**config.mk**
```make
export PLATFORM = sky130hd
export DESIGN_NAME = iot_monitor_multi
export DESIGN_NICKNAME = d
export VERILOG_FILES = /design/src/rtl/iot_monitor_multi.sv
export SDC_FILE = /design/constraint.sdc
export NUM_CORES = 1
export LEC_CHECK = 0
export CAP_MARGIN = 20
export CORE_ASPECT_RATIO = 1.2
export CORE_UTILIZATION = 68
export CTS_CLUSTER_SIZE = 12
export DETAILED_ROUTE_END_ITERATION = 16
export DONT_BUFFER_PORTS = 1
export GPL_TIMING_DRIVEN = 0
export MAX_ROUTING_LAYER = met4
export PLACE_DENSITY_LB_ADDON = 0.15
export SETUP_SLACK_MARGIN = 0.3
export SYNTH_ARGS = -nofsm -noshare
export SYNTH_HDL_FRONTEND = slang
export SYNTH_SLANG_ARGS = --single-unit
```
**constraint.sdc**
```tcl
create_clock -name clk -period 10.9 [get_ports clk]
set_clock_uncertainty 0.1 [all_clocks]
set_input_delay 1.635 -clock clk [delete_from_list [all_inputs] [get_ports clk]]
set_output_delay 1.635 -clock clk [all_outputs]
set_load 0.01 [all_outputs]
```
**src/rtl/iot_monitor_multi.sv**
```systemverilog
// Multi-channel active-device counter with saturation, peak tracking,
// sticky overflow/underflow flags and a hysteresis alarm.
module iot_monitor_multi #(
  parameter int WIDTH     = 8,
  parameter int CHANNELS  = 4,
  parameter int MAX_COUNT = 255,
  parameter int HI_THRESH = 200,
  parameter int LO_THRESH = 150
) (
  input  logic                clk,
  input  logic                rst,
  input  logic [CHANNELS-1:0] change,
  input  logic [CHANNELS-1:0] on_off,
  input  logic                clear_flags,
  output logic [WIDTH-1:0]    counter_out,
  output logic [WIDTH-1:0]    peak_out,
  output logic                alarm,
  output logic                overflow,
  output logic                underflow
);

  localparam int CW = $clog2(CHANNELS + 1);
  localparam int RW = WIDTH + CW + 1;

  localparam logic signed [RW-1:0] MAX_S  = RW'(MAX_COUNT);
  localparam logic [WIDTH-1:0]     MAX_W  = WIDTH'(MAX_COUNT);
  localparam logic [WIDTH-1:0]     HI_W   = WIDTH'(HI_THRESH);
  localparam logic [WIDTH-1:0]     LO_W   = WIDTH'(LO_THRESH);

  typedef enum logic {
    NORMAL = 1'b0,
    ALARM  = 1'b1
  } state_t;

  state_t state, state_next;

  logic [CW-1:0]          inc;
  logic [CW-1:0]          dec;
  logic signed [RW-1:0]   raw;
  logic                   clip_hi;
  logic                   clip_lo;
  logic [WIDTH-1:0]       next_count;

  always_comb begin
    inc = '0;
    dec = '0;
    for (int unsigned i = 0; i < CHANNELS; i++) begin
      if (change[i]) begin
        if (on_off[i]) inc = inc + 1'b1;
        else           dec = dec + 1'b1;
      end
    end
  end

  // Both operands are zero-extended into a sign bit of headroom, so the
  // sum can neither wrap above MAX_COUNT nor below zero before clipping.
  always_comb begin
    raw = signed'({{(CW + 1){1'b0}}, counter_out})
        + signed'({{(WIDTH + 1){1'b0}}, inc})
        - signed'({{(WIDTH + 1){1'b0}}, dec});
    clip_hi = (raw > MAX_S);
    clip_lo = raw[RW-1];
    if (clip_hi)      next_count = MAX_W;
    else if (clip_lo) next_count = '0;
    else              next_count = raw[WIDTH-1:0];
  end

  always_comb begin
    state_next = state;
    case (state)
      NORMAL:  if (next_count >= HI_W) state_next = ALARM;
      ALARM:   if (next_count <= LO_W) state_next = NORMAL;
      default: state_next = NORMAL;
    endcase
  end

  assign alarm = (state == ALARM);

  always_ff @(posedge clk) begin
    if (rst) begin
      state       <= NORMAL;
      counter_out <= '0;
      peak_out    <= '0;
      overflow    <= 1'b0;
      underflow   <= 1'b0;
    end else begin
      state       <= state_next;
      counter_out <= next_count;
      if (clear_flags || (next_count > peak_out)) peak_out <= next_count;
      // A clip in the clearing cycle still leaves its flag set.
      overflow    <= (overflow  & ~clear_flags) | clip_hi;
      underflow   <= (underflow & ~clear_flags) | clip_lo;
    end
  end

endmodule

```
After elaboration in Yosys (flattened, before gate mapping)

Cells that the tools add are included.

Flip-flop bits (word level): 19
Latch bits: 0
Bits in writable memories: 0
ROM bits: 0
Input bits: 11
Output and inout port bits: 19
Word-level logic and storage cells: 45
Memories: 0

Add/sub/neg operators: 8
Multiply operators: 0
Divide/modulo/power cells: 0
Order comparisons: 4
Equality and inequality tests: 0
Shifts and indexed selects: 0
Muxes and demuxes: 21
Bitwise logic cells: 6
Reductions and logical operators: 1

Operators by type and width:

| cell                                                      | count |
|---|---|
| 2-to-1 mux 3 bit                                          | 13 |
| adder 3 x 1 -> 3 bit (second input constant)              | 6 |
| 2-to-1 mux 8 bit                                          | 2 |
| > comparator 10 x 9 -> 1 bit (second input constant)      | 1 |
| subtractor 9 x 3 -> 10 bit                                | 1 |
| adder 8 x 3 -> 9 bit                                      | 1 |
| greater-or-equal comparator 8 bit (second input constant) | 1 |
| > comparator 8 bit                                        | 1 |
| less-or-equal comparator 8 bit (second input constant)    | 1 |
| 2-to-1 mux 1 bit                                          | 5 |
| AND 1 bit                                                 | 2 |
| inverter 1 bit                                            | 2 |
| OR 1 bit                                                  | 2 |
| one-hot mux 1 bit (2 select lines)                        | 1 |
| logical OR 1 bit                                          | 1 |

Logic depth before layout (Yosys ltp)

Depth in word-level cells: 18
Depth in mapped cells: 27
Depth with buffers taken out: 26

Worst setup path after synthesis

OpenSTA, ideal clock, no wires.

Kind: in2reg
Start: in change[0]
End: reg peak_out[6]
Library setup time: 0.070 ns
Arrival: 6.748 ns
Data required time: 10.730 ns
Setup slack: 3.982 ns
Cell stages on the path: 24
Buffers on the path: 1
Path through: nor2b_1 > ha_1 > mux2_2 > ha_1 > mux2_2 > ha_1 > mux2_2 > fa_1 > inv_1 > fa_1 > a31o_2 > a21boi_1 > xnor2_1 > buf_6 > nor2_2 > nor2_1 > ha_1 > nor2b_1 > o211ai_1 > a21oi_1 > a2111oi_0 > o21ai_0 > nor2_1 > o2bb2ai_1

Longest elaborated chain between the ends: 16
Elaborated cells on any way between the ends: 27
Classes of those cells: 8 x add/sub; 2 x order compare; 16 x mux; 1 x reduce/logical

Ends and longest elaborated chain:

| element                                                                 | RTL line | RTL |
|---|---|---|
| start, declared                                                         | 12       | `input logic [CHANNELS-1:0] change,` |
| 2-to-1 mux 3 bit                                                        | 48       | `if (change[i]) begin` |
| adder 3 x 1 -> 3 bit                                                    | 49       | `if (on_off[i]) inc = inc + 1'b1;` |
| 2-to-1 mux 3 bit                                                        | 49       |  |
| 2-to-1 mux 3 bit                                                        | 48       |  |
| adder 3 x 1 -> 3 bit                                                    | 49       |  |
| 2-to-1 mux 3 bit                                                        | 49       |  |
| 2-to-1 mux 3 bit                                                        | 48       |  |
| adder 3 x 1 -> 3 bit                                                    | 49       |  |
| 2-to-1 mux 3 bit                                                        | 49       |  |
| 2-to-1 mux 3 bit                                                        | 48       |  |
| adder 8 x 3 -> 9 bit                                                    | 59       | `+ signed'({{(WIDTH + 1){1'b0}}, inc})` |
| subtractor 9 x 3 -> 10 bit *                                            | 60       | `- signed'({{(WIDTH + 1){1'b0}}, dec});` |
| > comparator 10 x 9 -> 1 bit / 2-to-1 mux 8 bit (equally long branches) | 61, 64   |  |
| 2-to-1 mux 8 bit *                                                      | 63       | `if (clip_hi) next_count = MAX_W;` |
| named net next_count[1]                                                 | 42       | `logic [WIDTH-1:0] next_count;` |
| > comparator 8 bit *                                                    | 89       | `if (clear_flags \|\| (next_count > peak_out)) peak_out <= next_count;` |
| logical OR 1 bit *                                                      | 89       |  |
| end signal, assigned                                                    | 89       |  |
| end, declared                                                           | 16       | `output logic [WIDTH-1:0] peak_out,` |

Mark *: on every way through the listed nets, which the timed path passes. The rest lies on a longest branch.
A chain may end at the register's enable or synchronous reset.

Worst setup path after layout

Start: in change[0]
End: reg peak_out[5]

Same word-level chain as after synthesis.

==> reports/metrics.csv <==
metric,value,unit
Post-Synthesis Cell Area,0.00171,mm^2
Worst setup SP type,primary input,
crit path cell chain,nor2b_1 -> ha_1 -> mux2_2 -> ha_1 -> mux2_2 -> ha_1 -> mux2_2 -> fa_1 -> inv_1 -> fa_1 -> a31o_2 -> a21boi_1 -> xnor2_1 -> buf_6 -> nor2_2 -> nor2_1 -> ha_1 -> nor2b_1 -> o211ai_1 -> a21oi_1 -> a2111oi_0 -> o21ai_0 -> nor2_1 -> o2bb2ai_1,
YS warnings,0,
Synth Flop Type,dfxtp_1,
Slew Limit Headroom,70.2,%
via count,1352,
Post-synth EDFFs,0,
RSZ-0062 raised after global routing,false,
fin nets,237,
post-CTS setup repair buffer count,0,
# resized after CTS,0,
Detailed Routing Iterations Pass 1,4,
routed len/inst,13.6,um
CP most frequent cell,ha_1,
I/O pins,30,
share of layout cells above drive strength 1,14.2,%
Final ANT Viol Nets,0,
Placer Congestion,0.817,
DR vias/cell,5.93,
Core Area,0.00233,mm^2
main combinational cell family by area after synthesis,adder cells,
register-to-register setup slack,6410,ps
Critical Path Sink,peak_out[5]$_SDFFE_PP0P_,
Worst-Skew Late Latency,300,ps
sequential area share after synthesis,22.3,%
Crit path arrival time,7300,ps
Hold/Removal Path Class,register to register,
footprint of the multi-input gates,0.00121,mm^2
Final Max Tran Viols,0,
vias in the first global route,1295,
fillers,182,
crit path time final,7160,ps
post-synthesis simple-gate area fraction,18.5,%
CTS tree,built,
xor/xnor cell area share of the yosys netlist,7.70,%
drt drc,0,
Reg2Reg Depth,18,
CP Capture Type,register,
Final Hold Fails,0,
Synth async-reset ratio,0,%
Worst R2R Start,counter_out[1]$_SDFF_PP0_,
first-pass GRT wire length,5080,um
number of clock sinks,19,
starting density of the core,73.2,%
area share of fa/ha/maj cells after synthesis,21.9,%
status,"complete, no violations",
Total Routing Usage GR,25.5,%
grt ovf,0,
clk slew on worst S/H paths,110,ps
placed cell area,0.00174,mm^2
CTS root buf,clkbuf_4,
post-synthesis register bit count,19,
Synth cell types,49,
num rows,19,
Die Wd,47.7,um
Syn Nets,232,
worst min-delay path startpoint,overflow$_SDFF_PP0_,
HPWL Detailed,2650,um
Crit path required time,11040,ps
largest incremental delay on the critical path,500,ps
critical path depth,24,
CTS Buffer Depth,2,
Post-Route Utilization,76.0,%
H-tree Lvls,1,
Slew @ Worst Pin,445,ps
Sequential Area,380,um^2
Layout area overhead,3.82,%
period utilization,65.7,%
"Hold-fix buffers, CTS",0,
Max-cap violations,0,
CP Buf/Inv Count,2,
largest net degree at the start of global routing,11,
worst r2r dst,peak_out[5]$_SDFFE_PP0P_,
initial antenna violation count,0,
"Slowest-stage cell, CP",fa_1,
Post-Route Setup TNS,0,ps
mux cell area share after synthesis,3.23,%
worst-path fanout max,10,
Final Routed Wirelength,3110,um
CP Launch Point,change[0],
Die Height,56.9,um
Synth Area in Compound Gates,19.5,%
# setup viols final,0,
# diodes,0,
I/O Buffers,0,
initial drt markers,16,
Crit path max-delay family,adder cells,
Max Freq,140,MHz
final instance area,0.00177,mm^2
crit path kind,primary input to register,
post-synthesis cell count,193,
Mean Syn Cell Area,8.84,um^2
Die ar.,0.00271,mm^2
Num CTS Buffers,3,
per-stage QoR:
step / setup WS (ps) / hold slack (ps) / instances
global route: 3500 / 435 / 228
CTS: 3750 / 412 / 228
floorplan: 3980 / 374 / 193
finish: 3740 / 405 / 228
global placement: 3600 / 390 / 224
detailed placement: 3440 / 397 / 224
routing by layer:
| metal | global-route usage [%] | share of wire (%) | vias up | wire, um |
|---|---|---|---|---|
| li1 | - | - | 670 | - |
| met1 | 30.1 | 44 | 651 | 1380 |
| met2 | 45.0 | 52 | 27 | 1620 |
| met3 | 2.57 | 3.1 | 4 | 97 |
| met4 | 4.76 | 0.55 | 0 | 17 |
| met5 | - | 0 | - | 0 |
cell usage after synthesis (all sizes together), types with 4 or more instances:
| master | count | share of area (%) |
|---|---|---|
| o2bb2ai | 7 | 3.6 |
| nor2b | 6 | 2.8 |
| xnor2 | 10 | 5.1 |
| ha | 25 | 18 |
| nand2 | 10 | 2.2 |
| inv | 23 | 5.1 |
| xor2 | 5 | 2.6 |
| dfxtp | 19 | 22 |
| mux2 | 4 | 2.6 |
| nor2 | 26 | 6.7 |
| a21oi | 12 | 3.7 |
logic make-up (layout without fill, tap and decap cells):
logic type               Yosys count  after routing
adder cells (fa/ha/maj)           28             28
flip-flops                        19             19
multiplexers                       5              5
buffers and inverters             27             31
AND/OR/NAND/NOR                   59             59
AO/OA/AOI/OAI                     40             40
XOR/XNOR                          15             15
registers in the layout (all words and copies together), names as in the netlist:
signal / cells
alarm: 1
counter_out: 8
overflow: 1
peak_out: 8
underflow: 1
worst min path at each step:
stage	to	slack (ps)	cells past startpoint
2_1_floorplan	overflow$_SDFF_PP0_	370	2
3_3_place_gp	overflow$_SDFF_PP0_	390	2
3_5_place_dp	overflow$_SDFF_PP0_	400	2
4_1_cts	overflow$_SDFF_PP0_	410	2
5_1_grt	overflow$_SDFF_PP0_	440	2
6_report	overflow$_SDFF_PP0_	410	2
worst register-to-register path: cells and delay by family (launching register included):
kind	cells	cell delay, ps
simple gates	4	690
buf+inv	3	370
flops	1	400
fa+ha+maj	3	1240
compound gates	7	1420
xor+xnor	1	220
final cells by class:
cell class,instances,area share (%)
Clock buffer,4,1.48
Multi-Input combinational cell,147,68.2
Sequential cell,19,21.5
Buffer,3,1.55
Inverter,24,5.09
Tap cell,31,2.19
cells in the final DEF, fill, tap and decap left out, drive strengths merged, types with 3 or more instances in the layout:
cell | netlist | routed
a21o | 3 | 3
a21oi | 12 | 12
clkbuf | 1 | 5
dfxtp | 19 | 19
fa | 3 | 3
ha | 25 | 25
inv | 23 | 23
mux2 | 4 | 4
nand2 | 10 | 10
nand2b | 3 | 3
nand4 | 3 | 3
nor2 | 26 | 26
nor2b | 6 | 6
o2bb2ai | 7 | 7
xnor2 | 10 | 10
xor2 | 5 | 5
Power is left out: the tool's default activity adds up to more than one toggle a clock period on the data nets, which glitch-free logic cannot reach.
